<file path="config.mk">
export PLATFORM = sky130hd
export DESIGN_NAME = mult_share_scheduler
export DESIGN_NICKNAME = d
export VERILOG_FILES = /design/src/rtl/mult_share_scheduler.sv
export SDC_FILE = /design/constraint.sdc
export NUM_CORES = 1
export LEC_CHECK = 0
export BUFFER_PORTS_ARGS = -buffer_cell sky130_fd_sc_hd__buf_4
export CAP_MARGIN = 25
export CORE_ASPECT_RATIO = 1.25
export CORE_MARGIN = 5
export CORE_UTILIZATION = 44
export DETAILED_ROUTE_END_ITERATION = 10
export PLACE_DENSITY_LB_ADDON = 0.2
export SYNTH_ARGS = -nofsm -noshare
export SYNTH_HDL_FRONTEND = slang
export SYNTH_SLANG_ARGS = --single-unit
</file>
<file path="constraint.sdc">
create_clock -name clk -period 4.3 [get_ports clk]
set_clock_uncertainty 0.05 [all_clocks]
set_input_delay 1.075 -clock clk [delete_from_list [all_inputs] [get_ports clk]]
set_output_delay 1.075 -clock clk [all_outputs]
set_load 0.02 [all_outputs]
</file>
<file path="src/rtl/mult_share_scheduler.sv">
// Round-robin scheduler sharing one external combinational multiplier between
// NUM_REQ requesters, returning tagged products through a rigid stall-able pipeline.
module mult_share_scheduler #(
    parameter int WIDTH       = 8,
    parameter int NUM_REQ     = 4,
    parameter int PIPE_STAGES = 0,
    localparam int IDW        = $clog2(NUM_REQ)
) (
    input  logic                     clk,
    input  logic                     reset,
    input  logic                     enable,
    input  logic [NUM_REQ-1:0]       req_valid,
    output logic [NUM_REQ-1:0]       req_ready,
    input  logic [NUM_REQ*WIDTH-1:0] req_a,
    input  logic [NUM_REQ*WIDTH-1:0] req_b,
    output logic [WIDTH-1:0]         mult_a,
    output logic [WIDTH-1:0]         mult_b,
    input  logic [2*WIDTH-1:0]       mult_out,
    output logic                     rsp_valid,
    input  logic                     rsp_ready,
    output logic [IDW-1:0]           rsp_id,
    output logic [2*WIDTH-1:0]       rsp_data,
    output logic [15:0]              issue_count,
    output logic [2:0]               in_flight
);
    // S1 plus the extra delay stages; the last entry drives rsp_*
    localparam int NS = PIPE_STAGES + 1;

    generate
        if (NUM_REQ < 2 || NUM_REQ > 8) begin : g_bad_num_req
            $error("mult_share_scheduler: NUM_REQ must be in 2..8");
        end
        if (PIPE_STAGES < 0 || PIPE_STAGES > 4) begin : g_bad_pipe_stages
            $error("mult_share_scheduler: PIPE_STAGES must be in 0..4");
        end
    endgenerate

    logic [IDW-1:0]     ptr_r;
    logic               s0_valid_r;
    logic [IDW-1:0]     s0_id_r;
    logic               stg_valid_r [NS];
    logic [IDW-1:0]     stg_id_r    [NS];
    logic [2*WIDTH-1:0] stg_data_r  [NS];

    logic               stall_s;
    logic               gnt_found_s;
    logic [IDW-1:0]     gnt_idx_s;
    logic [IDW-1:0]     cand_s;
    logic [IDW:0]       sum_s;
    logic [IDW-1:0]     ptr_next_s;
    logic               req_fire_s;
    logic               rsp_fire_s;

    // A response only leaves when the edge actually advances the pipeline
    assign stall_s    = (rsp_valid & ~rsp_ready) | ~enable;
    assign rsp_fire_s = rsp_valid & rsp_ready & enable;

    // First valid requester at or above ptr, wrapping around
    always_comb begin
        gnt_found_s = 1'b0;
        gnt_idx_s   = '0;
        sum_s       = '0;
        cand_s      = '0;
        for (int k = 0; k < NUM_REQ; k++) begin
            sum_s = {1'b0, ptr_r} + (IDW+1)'(k);
            if (sum_s >= (IDW+1)'(NUM_REQ)) begin
                sum_s = sum_s - (IDW+1)'(NUM_REQ);
            end else begin
                sum_s = sum_s;
            end
            cand_s = sum_s[IDW-1:0];
            if (!gnt_found_s && req_valid[cand_s]) begin
                gnt_found_s = 1'b1;
                gnt_idx_s   = cand_s;
            end else begin
                gnt_found_s = gnt_found_s;
            end
        end
    end

    // One-hot accept, suppressed during reset and stall
    always_comb begin
        req_ready = '0;
        if (!reset && !stall_s && gnt_found_s) begin
            req_ready[gnt_idx_s] = 1'b1;
        end else begin
            req_ready = '0;
        end
    end

    assign req_fire_s = |(req_valid & req_ready);
    assign ptr_next_s = (gnt_idx_s == IDW'(NUM_REQ - 1)) ? '0 : gnt_idx_s + IDW'(1);

    // Operand capture, grant pointer and rigid result shift
    always_ff @(posedge clk) begin
        if (reset) begin
            ptr_r      <= '0;
            mult_a     <= '0;
            mult_b     <= '0;
            s0_valid_r <= 1'b0;
            s0_id_r    <= '0;
            for (int k = 0; k < NS; k++) begin
                stg_valid_r[k] <= 1'b0;
                stg_id_r[k]    <= '0;
                stg_data_r[k]  <= '0;
            end
        end else if (!stall_s) begin
            // Operands are only reloaded on a transfer so the multiplier stays quiet when idle
            if (req_fire_s) begin
                mult_a     <= req_a[int'(gnt_idx_s)*WIDTH +: WIDTH];
                mult_b     <= req_b[int'(gnt_idx_s)*WIDTH +: WIDTH];
                s0_valid_r <= 1'b1;
                s0_id_r    <= gnt_idx_s;
                ptr_r      <= ptr_next_s;
            end else begin
                s0_valid_r <= 1'b0;
            end
            stg_valid_r[0] <= s0_valid_r;
            stg_id_r[0]    <= s0_id_r;
            stg_data_r[0]  <= mult_out;
            for (int k = 1; k < NS; k++) begin
                stg_valid_r[k] <= stg_valid_r[k-1];
                stg_id_r[k]    <= stg_id_r[k-1];
                stg_data_r[k]  <= stg_data_r[k-1];
            end
        end
    end

    // Accepted-request and outstanding-result counters
    always_ff @(posedge clk) begin
        if (reset) begin
            issue_count <= 16'd0;
            in_flight   <= 3'd0;
        end else begin
            if (req_fire_s) begin
                issue_count <= issue_count + 16'd1;
            end
            case ({req_fire_s, rsp_fire_s})
                2'b10:   in_flight <= in_flight + 3'd1;
                2'b01:   in_flight <= in_flight - 3'd1;
                default: in_flight <= in_flight;
            endcase
        end
    end

    assign rsp_valid = stg_valid_r[NS-1];
    assign rsp_id    = stg_id_r[NS-1];
    assign rsp_data  = stg_data_r[NS-1];

endmodule

</file>
==> metrics.yaml <==
global_routing:
  grt_pass1_vias: 3373
  grt_pass1_wl_um: 16280
  antenna_found_initial: 0
  grt_max_degree: 48
  grt-ovfl-total: 0
  gr-usage-all-layers_pct: 19.71
layout:
  diodes: 0
  area_delta_synth_final_pct: 37.05
  nets: 598
  final_util_pct: 61.83
  drive_above_1_share_pct: 36.79
  n_fill_cell: 689
worst_setup_path:
  rr_startpoint: "ptr_r[0]$_SDFFE_PP0P_"
  r2r_cells: 14
  arrival_ps: 2590
  crit_start: "req_valid[1]"
  cp.required_ps: 3170
  cp-start-kind: "primary input"
  critical_path_class: "primary input to primary output"
  endpoint_kind: "primary output"
  cp_max_fo: 47
sta:
  slew_headroom_pct: 49.03
  finalWorstSetupSlack_ps: 580.8
  slew_viol_final: 0
  fmax_ghz: 0.2689
  fin_crit_sh_pct: 86.49
  layout_min_cycle_time_ps: 3719
  rsz0062_at_grt: "false"
  hold_viol: 0
  hold_ws_ps: 435.1
  setup_tns_ps: 0
  setup_viol: 0
  worst_slew_pin_slew_ps: 762.7
power:
  powerDensity_nw_per_um2: 345.5
  ir_drop_uv: 166.6
  comb_power_share_pct: 31.9
  total_power_mw: 1.665
  internal-power_mw: 1.117
  seq_power_share_pct: 40.0
  p_sw_uw: 548.1
  swShare_pct: 32.93
  p_leak_nw: 1.989
  p_clk_share_pct: 28.2
floorplanning:
  core-area_um2: 7792
  dieWidth_um: 89.96
  die_h_um: 109.9
  num_rows: 36
  die_area_um2: 9890
  initial_core_util_pct: 45.12
  io_pins: 146
yosys:
  syn_inst: 372
  synthesis.nets: 464
  yosys.area.top_type: "dfxtp_1"
  synth.distinct_cells: 51
  synth_flop_cell: "dfxtp_1"
  postSynthAreaPerCell_um2: 9.451
  synth_top_cells_by_count: "nor3b_1, dfxtp_1, a211oi_1, and2_1, edfxtp_1"
  ys_seq_area_share_pct: 39.00
  synth_area_leaders: "dfxtp_1, edfxtp_1, nor3b_1"
  yosys_warnings: 0
  synth-seq-cells: 59
  synth_edf_count: 19
  synth-async-reset-ratio_pct: 0
  netlist_area_um2: 3516
  synth_top_area_share_pct: 22.78
  synth_most_common_cell: "nor3b_1"
min_path:
  min_path_cells: 1
  hold_start: "issue_count[5]$_SDFFE_PP0P_"
  holdCritPathClass: "flop to flop"
cts:
  clockBufferDepth: 2
  cts_tree: "done"
  cts-root-buf: "clkbuf_8"
  cts-resized-gates: 0
  cts.sinks: 59
  cts_setup_buffers: 0
  worst_skew_pair.late_latency_ps: 330
  cts_hold_buf: 0
  path_clk_slew_ps: 60
  htreeDepth: 3
  cts_made_buffers: 9
outcome:
  status: "completed"
drt:
  drt_iter0_drc: 184
  via_count: 3356
  viasPerCell: 5.538
  wirelength_um: 9812
  dr.pass1.iters: 4
  ant_nets: 0
  drc: 0
  avgRoutedWirePerCell_um: 16.19
place:
  io_buffers: 145
  hpwlAfterDp_um: 7397
  place_congestion: 0.8423
  place_ws_ps: 352.0
run:
  max_cap_viol_count: 0
==> registers in the layout (all words and copies together) (netlist names), 2 cells and up <==
name,flops
issue_count,16
stg_data_r,16
mult_a,8
mult_b,8
in_flight,3
ptr_r,2
s0_id_r,2
stg_id_r,2
==> metal layers <==
metal	track usage (%)	share of wire, %	up-vias	wire (um)
met5	0	0	-	0
met4	7.128	1.1	0	106
met3	5.065	7.1	9	695
met2	34.94	51	108	5020
met1	23.06	41	1562	3990
li1	-	-	1677	-
==> worst paths after layout <==
kind | end | slack (ps)
setup / recovery | req_ready[0] | 580
hold / removal | issue_count[5]$_SDFFE_PP0P_ | 440
setup reg to reg | in_flight[2]$_SDFFE_PP0P_ | 1200
hold reg to reg | issue_count[5]$_SDFFE_PP0P_ | 440
==> per-stage QoR <==
stage / std cells / instance area, um2
6_report: 606 / 4818
5_1_grt: 606 / 4818
4_1_cts: 606 / 4818
3_5_place_dp: 590 / 4636
3_3_place_gp: 590 / 4636
2_1_floorplan: 372 / 3516
==> cell families (layout without fill, tap and decap cells) <==
logic type,after synthesis,after routing,share of synthesized area (%)
AOI/OAI and AO/OA,103,103,22.42
and+or+nand+nor,145,145,25.69
buffers and inverters,45,184,6.441
adders and majority gates,4,4,1.637
DFF,59,59,39.00
muxes,14,14,4.306
xor gates and xnor gates,2,2,0.4983
==> cell usage in the layout, fill, tap and decap left out, types with 8 or more instances in the layout <==
cell type	count
a21oi_1	12
and2_1	19
buf_4	156
dfxtp_1	40
clkbuf_8	9
edfxtp_1	19
a41oi_1	16
nand2_1	16
nand4_1	8
o31ai_1	17
nor2b_1	11
nor2_1	17
nor3b_1	48
a211oi_1	34
o21ai_0	8
inv_1	9
==> power by group through the flow <==
stage	Sequential (mW)	Clock, mW	Combinational, mW
4_1_cts	0.666	0.483	0.537
6_report	0.665	0.469	0.531
5_1_grt	0.673	0.502	0.579
2_1_floorplan	0.731	0	0.280
3_5_place_dp	0.678	0	0.536
3_3_place_gp	0.675	0	0.528
==> worst max-delay path, cell delays in order <==
cell and delay (ps):
buf_4 130, nor2b_2 220, a211oi_1 110, or2_1 260, inv_2 70, buf_4 440, nor2_1 100, buf_4 180
==> layout make-up <==
| cell class | count | area [um2] | area share [%] |
|---|---|---|---|
| Multi-Input combinational cell | 268 | 1929 | 40.04 |
| Sequential cell | 59 | 1371 | 28.46 |
| Clock inverter | 7 | 58.81 | 1.220 |
| Tap cell | 95 | 118.9 | 2.467 |
| Clock buffer | 9 | 123.9 | 2.571 |
| Timing Repair Buffer | 156 | 1171 | 24.31 |
| Inverter | 12 | 45.04 | 0.9348 |
(Power assumes the default switching activity.)
